<file path="config.mk">
export PLATFORM = sky130hd
export DESIGN_NAME = multiplier_seq_bcd
export DESIGN_NICKNAME = d
export VERILOG_FILES = /design/src/rtl/multiplier_seq_bcd.sv
export SDC_FILE = /design/constraint.sdc
export NUM_CORES = 1
export LEC_CHECK = 0
export BUFFER_PORTS_ARGS = -buffer_cell sky130_fd_sc_hd__buf_2
export CORE_UTILIZATION = 55
export CTS_CLUSTER_DIAMETER = 120
export DETAILED_ROUTE_END_ITERATION = 8
export HOLD_SLACK_MARGIN = 0.12
export PLACE_DENSITY = 0.84
export SLEW_MARGIN = 20
export SYNTH_ARGS = -nofsm -noshare
export SYNTH_HDL_FRONTEND = slang
export SYNTH_SLANG_ARGS = --single-unit
</file>
<file path="constraint.sdc">
create_clock -name i_clk -period 4.58 [get_ports i_clk]
set_input_delay 0 -clock i_clk [delete_from_list [all_inputs] [get_ports i_clk]]
set_output_delay 0 -clock i_clk [all_outputs]
set_load 0.02 [all_outputs]
</file>
<file path="src/rtl/multiplier_seq_bcd.sv">
// multiplier_seq_bcd
// Sequential shift-add multiplier. Both operands enter over one shared data bus.
// The product magnitude is converted to packed BCD by a sequential
// double-dabble engine.
//
// Ports
//   i_clk, i_rst      clock (rising edge); asynchronous active-high reset
//   i_clear           synchronous soft clear of the operands and the FSM
//   i_load            load strobe; only a rising edge captures i_data
//   i_start           level-sampled start request, accepted in HAVE_AB
//   i_signed          1 = two's-complement operands, sampled with start
//   i_data[W-1:0]     operand value
//   o_ready           both operands are held and a start is accepted
//   o_busy            PREP/MUL/BCD in progress
//   o_done            one-cycle pulse when o_P/o_neg/o_bcd update
//   o_A, o_B          raw operand registers
//   o_P[2W-1:0]       product, in two's complement when signed
//   o_neg             product is negative (never set for a zero product)
//   o_bcd[4D-1:0]     BCD magnitude; digit 0 is in bits [3:0]
//
// Handshake: o_ready is high only in HAVE_AB. i_start is taken in any HAVE_AB
// cycle that has no load edge. After the start, o_busy stays high for
// 3*WIDTH+1 cycles. Then o_done pulses for exactly one cycle. If i_start is
// still high, another run starts.
//
// The internal signal `state` is the FSM debug hook.
module multiplier_seq_bcd #(
    parameter int WIDTH  = 8,
    parameter int DIGITS = 5
) (
    input  logic                  i_clk,
    input  logic                  i_rst,
    input  logic                  i_clear,
    input  logic                  i_load,
    input  logic                  i_start,
    input  logic                  i_signed,
    input  logic [WIDTH-1:0]      i_data,
    output logic                  o_ready,
    output logic                  o_busy,
    output logic                  o_done,
    output logic [WIDTH-1:0]      o_A,
    output logic [WIDTH-1:0]      o_B,
    output logic [2*WIDTH-1:0]    o_P,
    output logic                  o_neg,
    output logic [4*DIGITS-1:0]   o_bcd
);

    localparam int CW = $clog2(2*WIDTH) + 1;
    localparam logic [CW-1:0] MUL_LAST = CW'(WIDTH - 1);
    localparam logic [CW-1:0] BCD_LAST = CW'(2*WIDTH - 1);

    typedef enum logic [2:0] {
        IDLE, HAVE_A, HAVE_AB, PREP, MUL, BCD, DONE
    } state_t;

    state_t                state;
    logic                  load_prev;
    logic                  toggle;      // 0: next reload goes to A, 1: to B
    logic                  mode_signed;
    logic                  sign;
    logic [WIDTH-1:0]      a_reg, b_reg;
    logic [2*WIDTH-1:0]    mcand;
    logic [WIDTH-1:0]      mplier;
    logic [2*WIDTH-1:0]    acc;
    logic [2*WIDTH-1:0]    bin_work;
    logic [4*DIGITS-1:0]   bcd_work;
    logic [CW-1:0]         cnt;

    logic                  load_edge;
    logic [WIDTH-1:0]      mag_a, mag_b;
    logic [2*WIDTH-1:0]    acc_next;
    logic [4*DIGITS-1:0]   bcd_adj, bcd_next;

    // Before each shift, add 3 to every digit that is 5 or more.
    function automatic logic [4*DIGITS-1:0] add3(input logic [4*DIGITS-1:0] v);
        logic [4*DIGITS-1:0] r;
        r = v;
        for (int i = 0; i < DIGITS; i++) begin
            if (v[4*i +: 4] >= 4'd5) r[4*i +: 4] = v[4*i +: 4] + 4'd3;
        end
        return r;
    endfunction

    always_comb begin
        load_edge = i_load & ~load_prev;
        // The most negative value negates to itself, which is still the
        // correct unsigned magnitude.
        mag_a     = (mode_signed && a_reg[WIDTH-1]) ? (~a_reg + 1'b1) : a_reg;
        mag_b     = (mode_signed && b_reg[WIDTH-1]) ? (~b_reg + 1'b1) : b_reg;
        acc_next  = mplier[0] ? (acc + mcand) : acc;
        bcd_adj   = add3(bcd_work);
        bcd_next  = (bcd_adj << 1) | {{(4*DIGITS-1){1'b0}}, bin_work[2*WIDTH-1]};
    end

    assign o_ready = (state == HAVE_AB);
    assign o_busy  = (state == PREP) || (state == MUL) || (state == BCD);
    assign o_A     = a_reg;
    assign o_B     = b_reg;

    always_ff @(posedge i_clk or posedge i_rst) begin
        if (i_rst) begin
            state       <= IDLE;
            load_prev   <= 1'b1;   // a load held high through reset is not an edge
            toggle      <= 1'b0;
            mode_signed <= 1'b0;
            sign        <= 1'b0;
            a_reg       <= '0;
            b_reg       <= '0;
            mcand       <= '0;
            mplier      <= '0;
            acc         <= '0;
            bin_work    <= '0;
            bcd_work    <= '0;
            cnt         <= '0;
            o_done      <= 1'b0;
            o_P         <= '0;
            o_neg       <= 1'b0;
            o_bcd       <= '0;
        end else begin
            load_prev <= i_load;
            o_done    <= 1'b0;
            if (i_clear) begin
                // o_P, o_neg and o_bcd keep the last result.
                state    <= IDLE;
                toggle   <= 1'b0;
                sign     <= 1'b0;
                a_reg    <= '0;
                b_reg    <= '0;
                mcand    <= '0;
                mplier   <= '0;
                acc      <= '0;
                bin_work <= '0;
                bcd_work <= '0;
                cnt      <= '0;
            end else begin
                unique case (state)
                    IDLE: if (load_edge) begin
                        a_reg <= i_data;
                        state <= HAVE_A;
                    end
                    HAVE_A: if (load_edge) begin
                        b_reg  <= i_data;
                        toggle <= 1'b0;
                        state  <= HAVE_AB;
                    end
                    HAVE_AB: begin
                        // A load edge takes priority over start in the same cycle.
                        if (load_edge) begin
                            if (toggle) b_reg <= i_data;
                            else        a_reg <= i_data;
                            toggle <= ~toggle;
                        end else if (i_start) begin
                            mode_signed <= i_signed;
                            state       <= PREP;
                        end
                    end
                    PREP: begin
                        mcand  <= {{WIDTH{1'b0}}, mag_a};
                        mplier <= mag_b;
                        acc    <= '0;
                        sign   <= mode_signed & (a_reg[WIDTH-1] ^ b_reg[WIDTH-1]);
                        cnt    <= '0;
                        state  <= MUL;
                    end
                    MUL: begin
                        acc    <= acc_next;
                        mcand  <= mcand << 1;
                        mplier <= mplier >> 1;
                        cnt    <= cnt + 1'b1;
                        if (cnt == MUL_LAST) begin
                            bin_work <= acc_next;
                            bcd_work <= '0;
                            cnt      <= '0;
                            state    <= BCD;
                        end
                    end
                    BCD: begin
                        bcd_work <= bcd_next;
                        bin_work <= bin_work << 1;
                        cnt      <= cnt + 1'b1;
                        if (cnt == BCD_LAST) begin
                            o_P    <= sign ? (~acc + 1'b1) : acc;
                            o_neg  <= sign & (acc != '0);
                            o_bcd  <= bcd_next;
                            o_done <= 1'b1;
                            state  <= DONE;
                        end
                    end
                    DONE:    state <= HAVE_AB;
                    default: state <= IDLE;
                endcase
            end
        end
    end

endmodule

</file>
Word-level counts from Yosys, hierarchy flattened
Cells that the tools add are included.

Memory bits (read-only): 0. Word-level logic and storage cells: 130. Bits in latches: 0. Input port bits: 14. Memories: 0. Output and inout bits: 56. Memory bits (writable): 0. Bits in registers: 142.

Reductions and logical operators: 19. Add/subtract/negate cells: 10. Divide/modulo/power cells: 0. Multipliers: 0. Order comparisons: 5. Muxes and demuxes: 50. Eq/ne operators: 17. Bitwise operators: 12. Shift-type cells: 0.

Operators with widths (number): $mux W16 (6); $pmux W16 S2 (3); $mux W8 (10); $pmux W8 S2 (3); $mux W20 (2); $pmux W20 S2 (1); $mux W3 (8); $pmux W3 S7 (1); $ge A4 B3 Y1 const B (5); $or A20 B1 Y20 (1); $add A16 B1 Y16 const B (1); $add A16 B16 Y16 (1); $add A4 B2 Y4 const B (4); $add A8 B1 Y8 const B (2); $mux W4 (4); $not A16 Y16 (1); $not A8 Y8 (2); $reduce_bool A16 Y1 (1); $ne A3 B3 Y1 const B (5); $pmux W5 S3 (1); $ne A3 B2 Y1 const B (4); $reduce_and A4 Y1 (3); $reduce_bool A3 Y1 (4); $mux W5 (2); other kinds (20) (38).

Longest topological paths before layout
Gate-level depths: netlist of the first run.

Depth after elaboration: 5. Depth in mapped cells: 10. Depth with buffers taken out: 10.

Least setup slack after synthesis of the first run
OpenSTA, ideal clock, no wires.

Path kind: register to register. From: reg acc[0]. To: reg bin_work[14]. Stages on the path, launching flop included: 11. Setup time: 0.126 ns. Data required time: 4.454 ns. Period minus slack after synthesis: 2.274 ns. Buffers on the path: 0. Path slack: 2.306 ns. Arrival time: 2.148 ns. Path through: dfrtp_1 -> ha_1 -> inv_1 -> fa_1 -> nand2b_1 -> a21oi_1 -> o211ai_1 -> a21oi_1 -> or4_1 -> and3_1 -> a221o_1.

Cells in the longest elaborated chain, start to end: 5.

Ends and longest elaborated chain: from (decl) (line 64) `logic [2*WIDTH-1:0] acc;`; from (signal assigned) (line 166) `acc <= acc_next;`; $add A16 B16 Y16 (line 90) `acc_next = mplier[0] ? (acc + mcand) : acc;`; $mux W16 (line 90); $mux W16 (line 170) `if (cnt == MUL_LAST) begin`; $pmux W16 S2 (line 136) `unique case (state)`; $mux W16 (line 122) `if (i_clear) begin`; to (signal assigned) (line 171) `bin_work <= acc_next;`; to (signal assigned) (line 179) `bin_work <= bin_work << 1;`; to (decl) (line 65) `logic [2*WIDTH-1:0] bin_work;`.

No other way between the ends. The select of a mux whose other input is x is not followed. A chain may end at the register's enable or synchronous reset.

Worst setup path in the final report of the first run
From: reg state[0]. To: reg o_bcd[14].

Cells in the longest elaborated chain, start to end: 2.

Ends and longest elaborated chain: from (decl) (line 56) `state_t state;`; from (signal assigned) (line 102) `state <= IDLE;`; from (signal assigned) (line 124) `state <= IDLE;`; from (signal assigned) (line 139) `state <= HAVE_A;`; $eq A3 B3 Y1 (line 136); $reduce_and A3 Y1 (no line); to (signal assigned) (line 184) `o_bcd <= bcd_next;`; to (decl) (line 45) `output logic [4*DIGITS-1:0] o_bcd`.

No other way between the ends.

==> report_table.html, run 1 <==
<table>
<tr><th>Metric</th><th>Value</th></tr>
<tr><th colspan="2">Clock network</th></tr>
<tr><td>Number of H-tree branching levels</td><td>4</td></tr>
<tr><td>Buffers from clock root to sink, at most</td><td>2</td></tr>
<tr><td>Clock slew at the register clock pins of the worst setup and hold paths</td><td>60 ps</td></tr>
<tr><td>Number of buffers created by CTS</td><td>17</td></tr>
<tr><td>Cts hold-fix bufs</td><td>13</td></tr>
<tr><td>Clock latency at the later pin of the worst-skew pair</td><td>about 420 ps</td></tr>
<tr><td>Buffer cell driving the clock tree root</td><td>sky130_fd_sc_hd__clkbuf_16</td></tr>
<tr><td>Clock sink count</td><td>142</td></tr>
<tr><td>Setup repair bufs after CTS</td><td>0</td></tr>
<tr><td>Post-cts gate resize count</td><td>0</td></tr>
<tr><td>CTS tree</td><td>built</td></tr>
<tr><th colspan="2">STA</th></tr>
<tr><td>Setup-failing EPs final</td><td>0</td></tr>
<tr><td>Peak clock frequency supported by timing</td><td>approximately 0.37 GHz</td></tr>
<tr><td>Worst-case setup margin in the final layout</td><td>roughly 1900 ps</td></tr>
<tr><td>Setup Total Neg Slack</td><td>0 ps</td></tr>
<tr><td>Share of the clock period used by the worst path</td><td>0.5928</td></tr>
<tr><td>Fin crit period</td><td>about 2700 ps</td></tr>
<tr><td>Layout Skew</td><td>roughly 11 ps</td></tr>
<tr><td>Number of max-slew violations in the final report</td><td>0</td></tr>
<tr><td>Unrepaired setup endpoints after global routing</td><td>no</td></tr>
<tr><td>Relative max-transition margin</td><td>0.2336</td></tr>
<tr><td>Hold Fails Final Rpt</td><td>0</td></tr>
<tr><td>Transition time at the pin with the least slew margin</td><td>between 1000 and 1500 ps</td></tr>
<tr><th colspan="2">Worst setup path</th></tr>
<tr><td>Kind of capture point of the worst setup path</td><td>flop</td></tr>
<tr><td>Required time of the worst setup path</td><td>a little under 5000 ps</td></tr>
<tr><td>Origin of the worst setup path</td><td>state[0]</td></tr>
<tr><td>Critical path type</td><td>flop to flop</td></tr>
<tr><td>CP Data Arrival Time</td><td>~3000 ps</td></tr>
<tr><td>Critical Path Fanout Max</td><td>~60</td></tr>
<tr><td>Startpoint type of the worst setup path</td><td>flop</td></tr>
<tr><td>Crit Reg-Reg Startpoint</td><td>state[0]</td></tr>
<tr><th colspan="2">Pwr</th></tr>
<tr><td>Highest ir drop seen on vdd</td><td>approximately 300 uV</td></tr>
<tr><td>Pwr Density</td><td>between 300 and 400 nW/um2</td></tr>
<tr><td>Static Leak</td><td>approximately 0.0041 uW</td></tr>
<tr><td>Total power of the final layout</td><td>between 3000 and 4000 uW</td></tr>
<tr><th colspan="2">Yosys</th></tr>
<tr><td>Most common cell in the synthesized netlist</td><td>sky130_fd_sc_hd__dfrtp_1</td></tr>
<tr><td>Most frequently used flop master after synthesis</td><td>sky130_fd_sc_hd__dfrtp_1</td></tr>
<tr><td>Number of nets in the synthesized netlist</td><td>886</td></tr>
<tr><td>Biggest area consumer among synthesized cells</td><td>sky130_fd_sc_hd__dfrtp_1</td></tr>
<tr><td>Yosys warning count</td><td>0</td></tr>
<tr><td>Post-Syn Area</td><td>between 7000 and 8000 um2</td></tr>
<tr><td>Number of synthesized register bits</td><td>approximately 140</td></tr>
<tr><td>Share of the synthesized area in the top cell type</td><td>0.4622</td></tr>
<tr><td>Synth cell types</td><td>between 50 and 60</td></tr>
<tr><td>Gate count of the mapped netlist</td><td>approximately 840</td></tr>
<tr><td>Sequential area share after synthesis</td><td>0.4657</td></tr>
<tr><td>Post-synth ARST share</td><td>1.000</td></tr>
<tr><td>Most used standard cells in the synthesized netlist</td><td>sky130_fd_sc_hd__dfrtp_1, sky130_fd_sc_hd__nand2_1, sky130_fd_sc_hd__o21ai_0</td></tr>
<tr><td>Synthesized area divided by synthesized cell count</td><td>9.077 um2</td></tr>
<tr><td>Number of synthesized flops with an enable pin</td><td>0</td></tr>
<tr><td>Most area-consuming cells after synthesis</td><td>sky130_fd_sc_hd__dfrtp_1, sky130_fd_sc_hd__o21ai_0, sky130_fd_sc_hd__nand2_1</td></tr>
<tr><th colspan="2">Run status</th></tr>
<tr><td>Status</td><td>finished, final reports clean</td></tr>
<tr><th colspan="2">Global route</th></tr>
<tr><td>GRT Total Usage</td><td>0.2658</td></tr>
<tr><td>Number of global-route vias before repair</td><td>roughly 6,200</td></tr>
<tr><td>Wire length of the first global-routing pass</td><td>approximately 30,000 um</td></tr>
<tr><td>Antenna violations before repair</td><td>0</td></tr>
<tr><td>Overall overflow remaining after global route</td><td>0</td></tr>
<tr><td>Pin count of the biggest net entering global routing</td><td>93</td></tr>
<tr><th colspan="2">Drt</th></tr>
<tr><td>Top routing layer in use</td><td>met4</td></tr>
<tr><td>Number of vias per cell after detailed routing</td><td>approximately 6</td></tr>
<tr><td>Met1 routed wirelength after detailed routing</td><td>between 8000 and 9000 um</td></tr>
<tr><td>Average routed wire per standard cell</td><td>around 16 um</td></tr>
<tr><td>Number of iterations in the first detailed-routing pass</td><td>6</td></tr>
<tr><td>Number of nets with antenna violations after detailed routing</td><td>0</td></tr>
<tr><td>Sum of routed wire length over all layers</td><td>between 15,000 and 20,000 um</td></tr>
<tr><td>Met2 WL post-DR</td><td>~8700 um</td></tr>
<tr><td>Vias</td><td>between 6,000 and 7,000</td></tr>
<tr><td>Initial DRC count</td><td>450</td></tr>
<tr><td>Detailed route wirelength on metal3</td><td>847 um</td></tr>
<tr><td>DRC</td><td>0</td></tr>
<tr><th colspan="2">Finish</th></tr>
<tr><td>Layout cell share with drive strength beyond 1</td><td>0.1370</td></tr>
<tr><td>Post-layout util</td><td>0.6573</td></tr>
<tr><td>Nets@finish</td><td>approximately 950</td></tr>
<tr><td>Diodes inserted</td><td>0</td></tr>
<tr><td>Final cell count without fillers</td><td>about 1,100</td></tr>
<tr><td>Synth-to-Final Area Change</td><td>15.39%</td></tr>
<tr><th colspan="2">Run</th></tr>
<tr><td>Count of maximum capacitance violations</td><td>0</td></tr>
<tr><th colspan="2">Floorplanning</th></tr>
<tr><td>Die Height</td><td>approximately 120 um</td></tr>
<tr><td>DIE WIDTH</td><td>119.8 um</td></tr>
<tr><td>Row count</td><td>42</td></tr>
<tr><td>Core Box Area</td><td>13,400 um2</td></tr>
<tr><td>Total Die Area</td><td>around 14,000 um2</td></tr>
<tr><td>Starting density of the core</td><td>0.5697</td></tr>
<tr><td>I/O pin total</td><td>70</td></tr>
<tr><th colspan="2">Placement</th></tr>
<tr><td>DP Wirelength</td><td>roughly 12,000 um</td></tr>
<tr><td>RD Place Congestion</td><td>0.9013</td></tr>
<tr><td>Number of buffer cells added on primary ports</td><td>69</td></tr>
<tr><td>Dpl ws</td><td>1899 ps</td></tr>
<tr><td>Number of instances in the placed design</td><td>1,051</td></tr>
<tr><th colspan="2">Min path</th></tr>
<tr><td>Type of the worst min-delay path</td><td>input port to flop</td></tr>
<tr><td>Hold wc startpoint</td><td>i_clear</td></tr>
</table>
==> worst max-delay path: stages, from the launching register on <==
cell and delay (ps):
sky130_fd_sc_hd__dfrtp_1 750, sky130_fd_sc_hd__nand2_1 460, sky130_fd_sc_hd__nor2_1 190, sky130_fd_sc_hd__buf_4 210, sky130_fd_sc_hd__nand2_2 70, sky130_fd_sc_hd__buf_4 270
sky130_fd_sc_hd__inv_2 240, sky130_fd_sc_hd__mux2_2 360
==> flip-flops by register name (all words and copies together), names as in the netlist, 3 cells and up <==
signal and count:
o_bcd 20, mcand 16, bin_work 16, cnt 5
state 3, acc 16, bcd_work 20, mplier 8
o_A 8, o_P 16, o_B 8
==> logic make-up after synthesis <==
group	share of synthesized area
simple gates	0.1623
flops	0.4657
buf+inv	0.03639
fa+ha+maj	0.05179
mux	0.03327
xor+xnor	0.04589
compound gates	0.2047
==> worst paths after layout <==
check | end | slack [ps] | cells past startpoint
max | o_bcd[14] | 1860 | 7
min | toggle | 140 | 3
max reg2reg | o_bcd[14] | 1860 | 7
min reg2reg | o_bcd[1] | 470 | 2
max in group asynchronous | mcand[11] | 3090 | 4
min in group asynchronous | o_A[1] | 310 | 3
==> power breakdown <==
group | switching [uW] | internal, uW
combinational | 284 | 168
clock | 547 | 764
sequential | 103 | 1310
total | 935 | 2240
==> metrics by stage <==
stage / cell area (um2) / hold slack [ps]
2_1_floorplan: 7634 / 4.478
3_3_place_gp: 8119 / 117.8
3_5_place_dp: 8119 / 121.5
4_1_cts: 8808 / 125.8
5_1_grt: 8808 / 169.3
6_report: 8808 / 142.6
==> placed cells by master (no fill, tap or decap), types with 15 or more instances in the layout <==
| master | synthesis | layout |
|---|---|---|
| sky130_fd_sc_hd__a21oi_1 | 66 | 65 |
| sky130_fd_sc_hd__a22o_1 | 21 | 21 |
| sky130_fd_sc_hd__buf_2 | 0 | 69 |
| sky130_fd_sc_hd__clkbuf_16 | 0 | 17 |
| sky130_fd_sc_hd__dfrtp_1 | 141 | 141 |
| sky130_fd_sc_hd__ha_1 | 30 | 30 |
| sky130_fd_sc_hd__inv_1 | 28 | 27 |
| sky130_fd_sc_hd__mux2i_1 | 15 | 15 |
| sky130_fd_sc_hd__nand2_1 | 110 | 109 |
| sky130_fd_sc_hd__nand2b_1 | 21 | 21 |
| sky130_fd_sc_hd__nor2_1 | 65 | 64 |
| sky130_fd_sc_hd__nor3_1 | 21 | 21 |
| sky130_fd_sc_hd__o21ai_0 | 101 | 101 |
| sky130_fd_sc_hd__xnor2_1 | 24 | 24 |
| sky130_fd_sc_hd__xor2_1 | 16 | 16 |
==> per-layer routing <==
layer  GRT usage  up-vias
met1      0.3528     3123
met2      0.4321      201
met5           0        -
li1            -     3104
met3     0.05798       31
met4     0.08906        0
==> layout make-up <==
| type | count | area, um2 |
|---|---|---|
| multi-input combinational | 625 | 3810 |
| clock buffer | 20 | 446.7 |
| timing repair buffer | 92 | 550.5 |
| sequential | 142 | 3555 |
| clock inverter | 12 | 112.6 |
| inverter | 29 | 113.9 |
| fill | 1036 | 4592 |
| tap | 176 | 220.2 |
(Power assumes the default switching activity.)
==> run 2: changes to the inputs <==
ABC_AREA = 1   (was unset)
CORE_UTILIZATION = 54   (was 55)
PLACE_DENSITY = 0.85   (was 0.84)
clock period = 2.4 ns   (was 4.58 ns; I/O delays follow)
==> report_table.html, run 2 <==
<table>
<tr><th>Metric</th><th>Value</th></tr>
<tr><th colspan="2">Run status</th></tr>
<tr><td>Status</td><td>finished, final reports clean</td></tr>
<tr><th colspan="2">Worst setup path</th></tr>
<tr><td>Kind of capture point of the worst setup path</td><td>flop</td></tr>
<tr><td>CP Data Arrival Time</td><td>2420 ps</td></tr>
<tr><td>Critical Path Fanout Max</td><td>4</td></tr>
<tr><td>Startpoint type of the worst setup path</td><td>flop</td></tr>
<tr><td>Required time of the worst setup path</td><td>2680 ps</td></tr>
<tr><td>End of the worst register-to-register path</td><td>acc[14]</td></tr>
<tr><td>Critical path type</td><td>flop to flop</td></tr>
<tr><td>Register-to-register setup slack</td><td>roughly 260 ps</td></tr>
<tr><td>Crit Reg-Reg Startpoint</td><td>mcand[0]</td></tr>
<tr><td>Cell count of the worst reg-to-reg path</td><td>15</td></tr>
<tr><th colspan="2">Global route</th></tr>
<tr><td>Antenna violations before repair</td><td>0</td></tr>
<tr><td>Number of global-route vias before repair</td><td>just under 7,000</td></tr>
<tr><td>Wire length of the first global-routing pass</td><td>32,320 um</td></tr>
<tr><td>Overall overflow remaining after global route</td><td>0</td></tr>
<tr><td>GRT Total Usage</td><td>0.2758</td></tr>
<tr><td>Pin count of the biggest net entering global routing</td><td>70</td></tr>
<tr><th colspan="2">STA</th></tr>
<tr><td>Unrepaired setup endpoints after global routing</td><td>no</td></tr>
<tr><td>Number of max-slew violations in the final report</td><td>0</td></tr>
<tr><td>Worst hold slack after final layout</td><td>~230 ps</td></tr>
<tr><td>Fin crit period</td><td>approximately 2100 ps</td></tr>
<tr><td>Setup-failing EPs final</td><td>0</td></tr>
<tr><td>Peak clock frequency supported by timing</td><td>0.4677 GHz</td></tr>
<tr><td>Share of the clock period used by the worst path</td><td>0.8908</td></tr>
<tr><td>Setup Total Neg Slack</td><td>0 ps</td></tr>
<tr><td>Hold Fails Final Rpt</td><td>0</td></tr>
<tr><td>Relative max-transition margin</td><td>0.6467</td></tr>
<tr><td>Layout Skew</td><td>between 10 and 15 ps</td></tr>
<tr><td>Transition time at the pin with the least slew margin</td><td>~530 ps</td></tr>
<tr><th colspan="2">Pwr</th></tr>
<tr><td>Part of the power in the clock network</td><td>0.367</td></tr>
<tr><td>Share of total power in combinational logic</td><td>0.231</td></tr>
<tr><td>Highest ir drop seen on vdd</td><td>802.3 uV</td></tr>
<tr><td>Static Leak</td><td>0.004692 uW</td></tr>
<tr><td>Share of power burned in registers</td><td>0.402</td></tr>
<tr><td>Pwr Density</td><td>789.1 nW/um2</td></tr>
<tr><td>Total power of the final layout</td><td>7185 uW</td></tr>
<tr><td>Switching pwr</td><td>2448 uW</td></tr>
<tr><td>Design internal power</td><td>approximately 4700 uW</td></tr>
<tr><td>Net Sw Frac</td><td>0.3407</td></tr>
<tr><th colspan="2">Floorplanning</th></tr>
<tr><td>DIE WIDTH</td><td>122.5 um</td></tr>
<tr><td>Core Box Area</td><td>14,040 um2</td></tr>
<tr><td>Total Die Area</td><td>about 15,000 um2</td></tr>
<tr><td>Row count</td><td>43</td></tr>
<tr><td>Die Height</td><td>~120 um</td></tr>
<tr><td>I/O pin total</td><td>70</td></tr>
<tr><td>Starting density of the core</td><td>0.5581</td></tr>
<tr><th colspan="2">Min path</th></tr>
<tr><td>Type of the worst min-delay path</td><td>input port to asynchronous set/reset pin</td></tr>
<tr><th colspan="2">Yosys</th></tr>
<tr><td>Most used standard cells in the synthesized netlist</td><td>sky130_fd_sc_hd__nand2_1, sky130_fd_sc_hd__dfrtp_1, sky130_fd_sc_hd__inv_1</td></tr>
<tr><td>Most frequently used flop master after synthesis</td><td>sky130_fd_sc_hd__dfrtp_1</td></tr>
<tr><td>Number of synthesized register bits</td><td>142</td></tr>
<tr><td>Most area-consuming cells after synthesis</td><td>sky130_fd_sc_hd__dfrtp_1, sky130_fd_sc_hd__nand2_1, sky130_fd_sc_hd__o21ai_0</td></tr>
<tr><td>Share of the synthesized area in the top cell type</td><td>0.4502</td></tr>
<tr><td>Yosys warning count</td><td>0</td></tr>
<tr><td>Gate count of the mapped netlist</td><td>~1,000</td></tr>
<tr><td>Synth cell types</td><td>43</td></tr>
<tr><td>Biggest area consumer among synthesized cells</td><td>sky130_fd_sc_hd__dfrtp_1</td></tr>
<tr><td>Number of synthesized flops with an enable pin</td><td>0</td></tr>
<tr><td>Most common cell in the synthesized netlist</td><td>sky130_fd_sc_hd__nand2_1</td></tr>
<tr><td>Sequential area share after synthesis</td><td>0.4535</td></tr>
<tr><td>Post-synth ARST share</td><td>1.000</td></tr>
<tr><td>Post-Syn Area</td><td>7838 um2</td></tr>
<tr><td>Synthesized area divided by synthesized cell count</td><td>~7.8 um2</td></tr>
<tr><td>Number of nets in the synthesized netlist</td><td>roughly 1,000</td></tr>
<tr><th colspan="2">Finish</th></tr>
<tr><td>Most used cells in the layout excluding fill and tap cells</td><td>sky130_fd_sc_hd__nand2_1, sky130_fd_sc_hd__dfrtp_1, sky130_fd_sc_hd__inv_1</td></tr>
<tr><td>Number of filler instances in the final layout</td><td>1,133</td></tr>
<tr><td>Layout cell share with drive strength beyond 1</td><td>0.1276</td></tr>
<tr><td>Diodes inserted</td><td>0</td></tr>
<tr><td>Post-layout util</td><td>0.6484</td></tr>
<tr><td>Most common library cell in the layout ignoring fill and taps</td><td>sky130_fd_sc_hd__nand2_1</td></tr>
<tr><td>Nets@finish</td><td>roughly 1,100</td></tr>
<tr><td>Top flop regs</td><td>bcd_work: 20 flops, o_bcd: 20 flops</td></tr>
<tr><td>Synth-to-Final Area Change</td><td>16.17%</td></tr>
<tr><td>Final cell count without fillers</td><td>1,277</td></tr>
<tr><th colspan="2">Clock network</th></tr>
<tr><td>Number of H-tree branching levels</td><td>4</td></tr>
<tr><td>Buffer cell driving the clock tree root</td><td>sky130_fd_sc_hd__clkbuf_16</td></tr>
<tr><td>Clock sink count</td><td>between 100 and 150</td></tr>
<tr><td>CTS tree</td><td>built</td></tr>
<tr><td>Clock latency at the later pin of the worst-skew pair</td><td>between 400 and 500 ps</td></tr>
<tr><td>Buffers from clock root to sink, at most</td><td>2</td></tr>
<tr><td>Setup repair bufs after CTS</td><td>0</td></tr>
<tr><td>Number of buffers created by CTS</td><td>17</td></tr>
<tr><td>Clock slew at the register clock pins of the worst setup and hold paths</td><td>approximately 60 ps</td></tr>
<tr><th colspan="2">Placement</th></tr>
<tr><td>Number of buffer cells added on primary ports</td><td>a little under 70</td></tr>
<tr><td>DP Wirelength</td><td>roughly 13,000 um</td></tr>
<tr><td>RD Place Congestion</td><td>between 0.8 and 0.9</td></tr>
<tr><td>Number of instances in the placed design</td><td>around 1,200</td></tr>
<tr><th colspan="2">Drt</th></tr>
<tr><td>Average routed wire per standard cell</td><td>~15 um</td></tr>
<tr><td>Sum of routed wire length over all layers</td><td>around 19,000 um</td></tr>
<tr><td>DRC</td><td>0</td></tr>
<tr><td>Initial DRC count</td><td>693</td></tr>
<tr><td>Number of vias per cell after detailed routing</td><td>5.664</td></tr>
<tr><td>Number of nets with antenna violations after detailed routing</td><td>0</td></tr>
<tr><td>Number of iterations in the first detailed-routing pass</td><td>5</td></tr>
<tr><td>Vias</td><td>just over 7,000</td></tr>
<tr><th colspan="2">Run</th></tr>
<tr><td>Count of maximum capacitance violations</td><td>0</td></tr>
</table>
[run 2: cell families after synthesis]
logic type               share of synthesized area
AND/OR/NAND/NOR                             0.2273
AO/OA/AOI/OAI                               0.1646
buffers and inverters                      0.08174
flip-flops                                  0.4535
adder cells (fa/ha/maj)                    0.05045
XOR/XNOR                                   0.02235
[run 2: area by class of cell]
class / count / area (um2) / share of cell area
flip-flops and latches: 142 / 3555 / 0.3904
well taps: 180 / 225.2 / 0.02474
repair buffers: 97 / 615.6 / 0.06761
multi-input cells: 700 / 3642 / 0.4000
inverters: 126 / 476.7 / 0.05236
clock inverters: 13 / 137.6 / 0.01512
clock buffers: 19 / 452.9 / 0.04975
[run 2: worst max path at each step]
stage,from,endpoint,slack [ps],cells past startpoint
2_1_floorplan,state[1],o_A[0],500,8
3_3_place_gp,mcand[2],bin_work[7],390,9
3_5_place_dp,mcand[0],acc[14],300,15
4_1_cts,mcand[0],acc[14],270,15
5_1_grt,mcand[0],acc[10],20,15
6_report,mcand[0],acc[14],260,15
[run 2: repair_timing]
item,in CTS,in global routing
gates resized for setup,0,0
endpoints found under the hold margin,177,0
hold buffers,14,0
[run 2: routing by layer]
| layer | routed length [um] | track usage | vias up |
|---|---|---|---|
| li1 | - | - | 3471 |
| met5 | 0 | 0 | - |
| met3 | 1139 | 0.05994 | 54 |
| met2 | 9564 | 0.4607 | 281 |
| met4 | 492 | 0.1082 | 0 |
| met1 | 8264 | 0.3481 | 3427 |
[run 2: per-stage QoR]
step                      area (um2)  setup slack [ps]
after global routing            9105             19.16
after detailed placement        8374             296.8
after global placement          8374             388.7
after CTS                       9105             271.5
final                           9105             262.0
after floorplan                 7841             502.6
[run 2: power by group through the flow]
stage | combinational (uW) | clock [uW] | sequential (uW)
final | 1660 | 2640 | 2890
after global routing | 1850 | 2750 | 2920
after floorplan | 1060 | 0 | 2990
after detailed placement | 1610 | 0 | 2920
after global placement | 1560 | 0 | 2920
after CTS | 1640 | 2630 | 2880
[run 2: critical path, stage by stage (launching register included)]
cell                      delay (ps)
sky130_fd_sc_hd__dfrtp_1         380
sky130_fd_sc_hd__ha_1            200
sky130_fd_sc_hd__inv_1            60
sky130_fd_sc_hd__fa_1            350
sky130_fd_sc_hd__inv_1            90
sky130_fd_sc_hd__nand3_1          70
sky130_fd_sc_hd__nand2_1         140
sky130_fd_sc_hd__nand2_1          90
sky130_fd_sc_hd__nand2_1         110
sky130_fd_sc_hd__nand2_1          80
sky130_fd_sc_hd__nand2_1          70
sky130_fd_sc_hd__nand2_1          40
sky130_fd_sc_hd__nand3_1          90
sky130_fd_sc_hd__nand2_1          70
sky130_fd_sc_hd__nand2_1          60
sky130_fd_sc_hd__o21ai_0          90
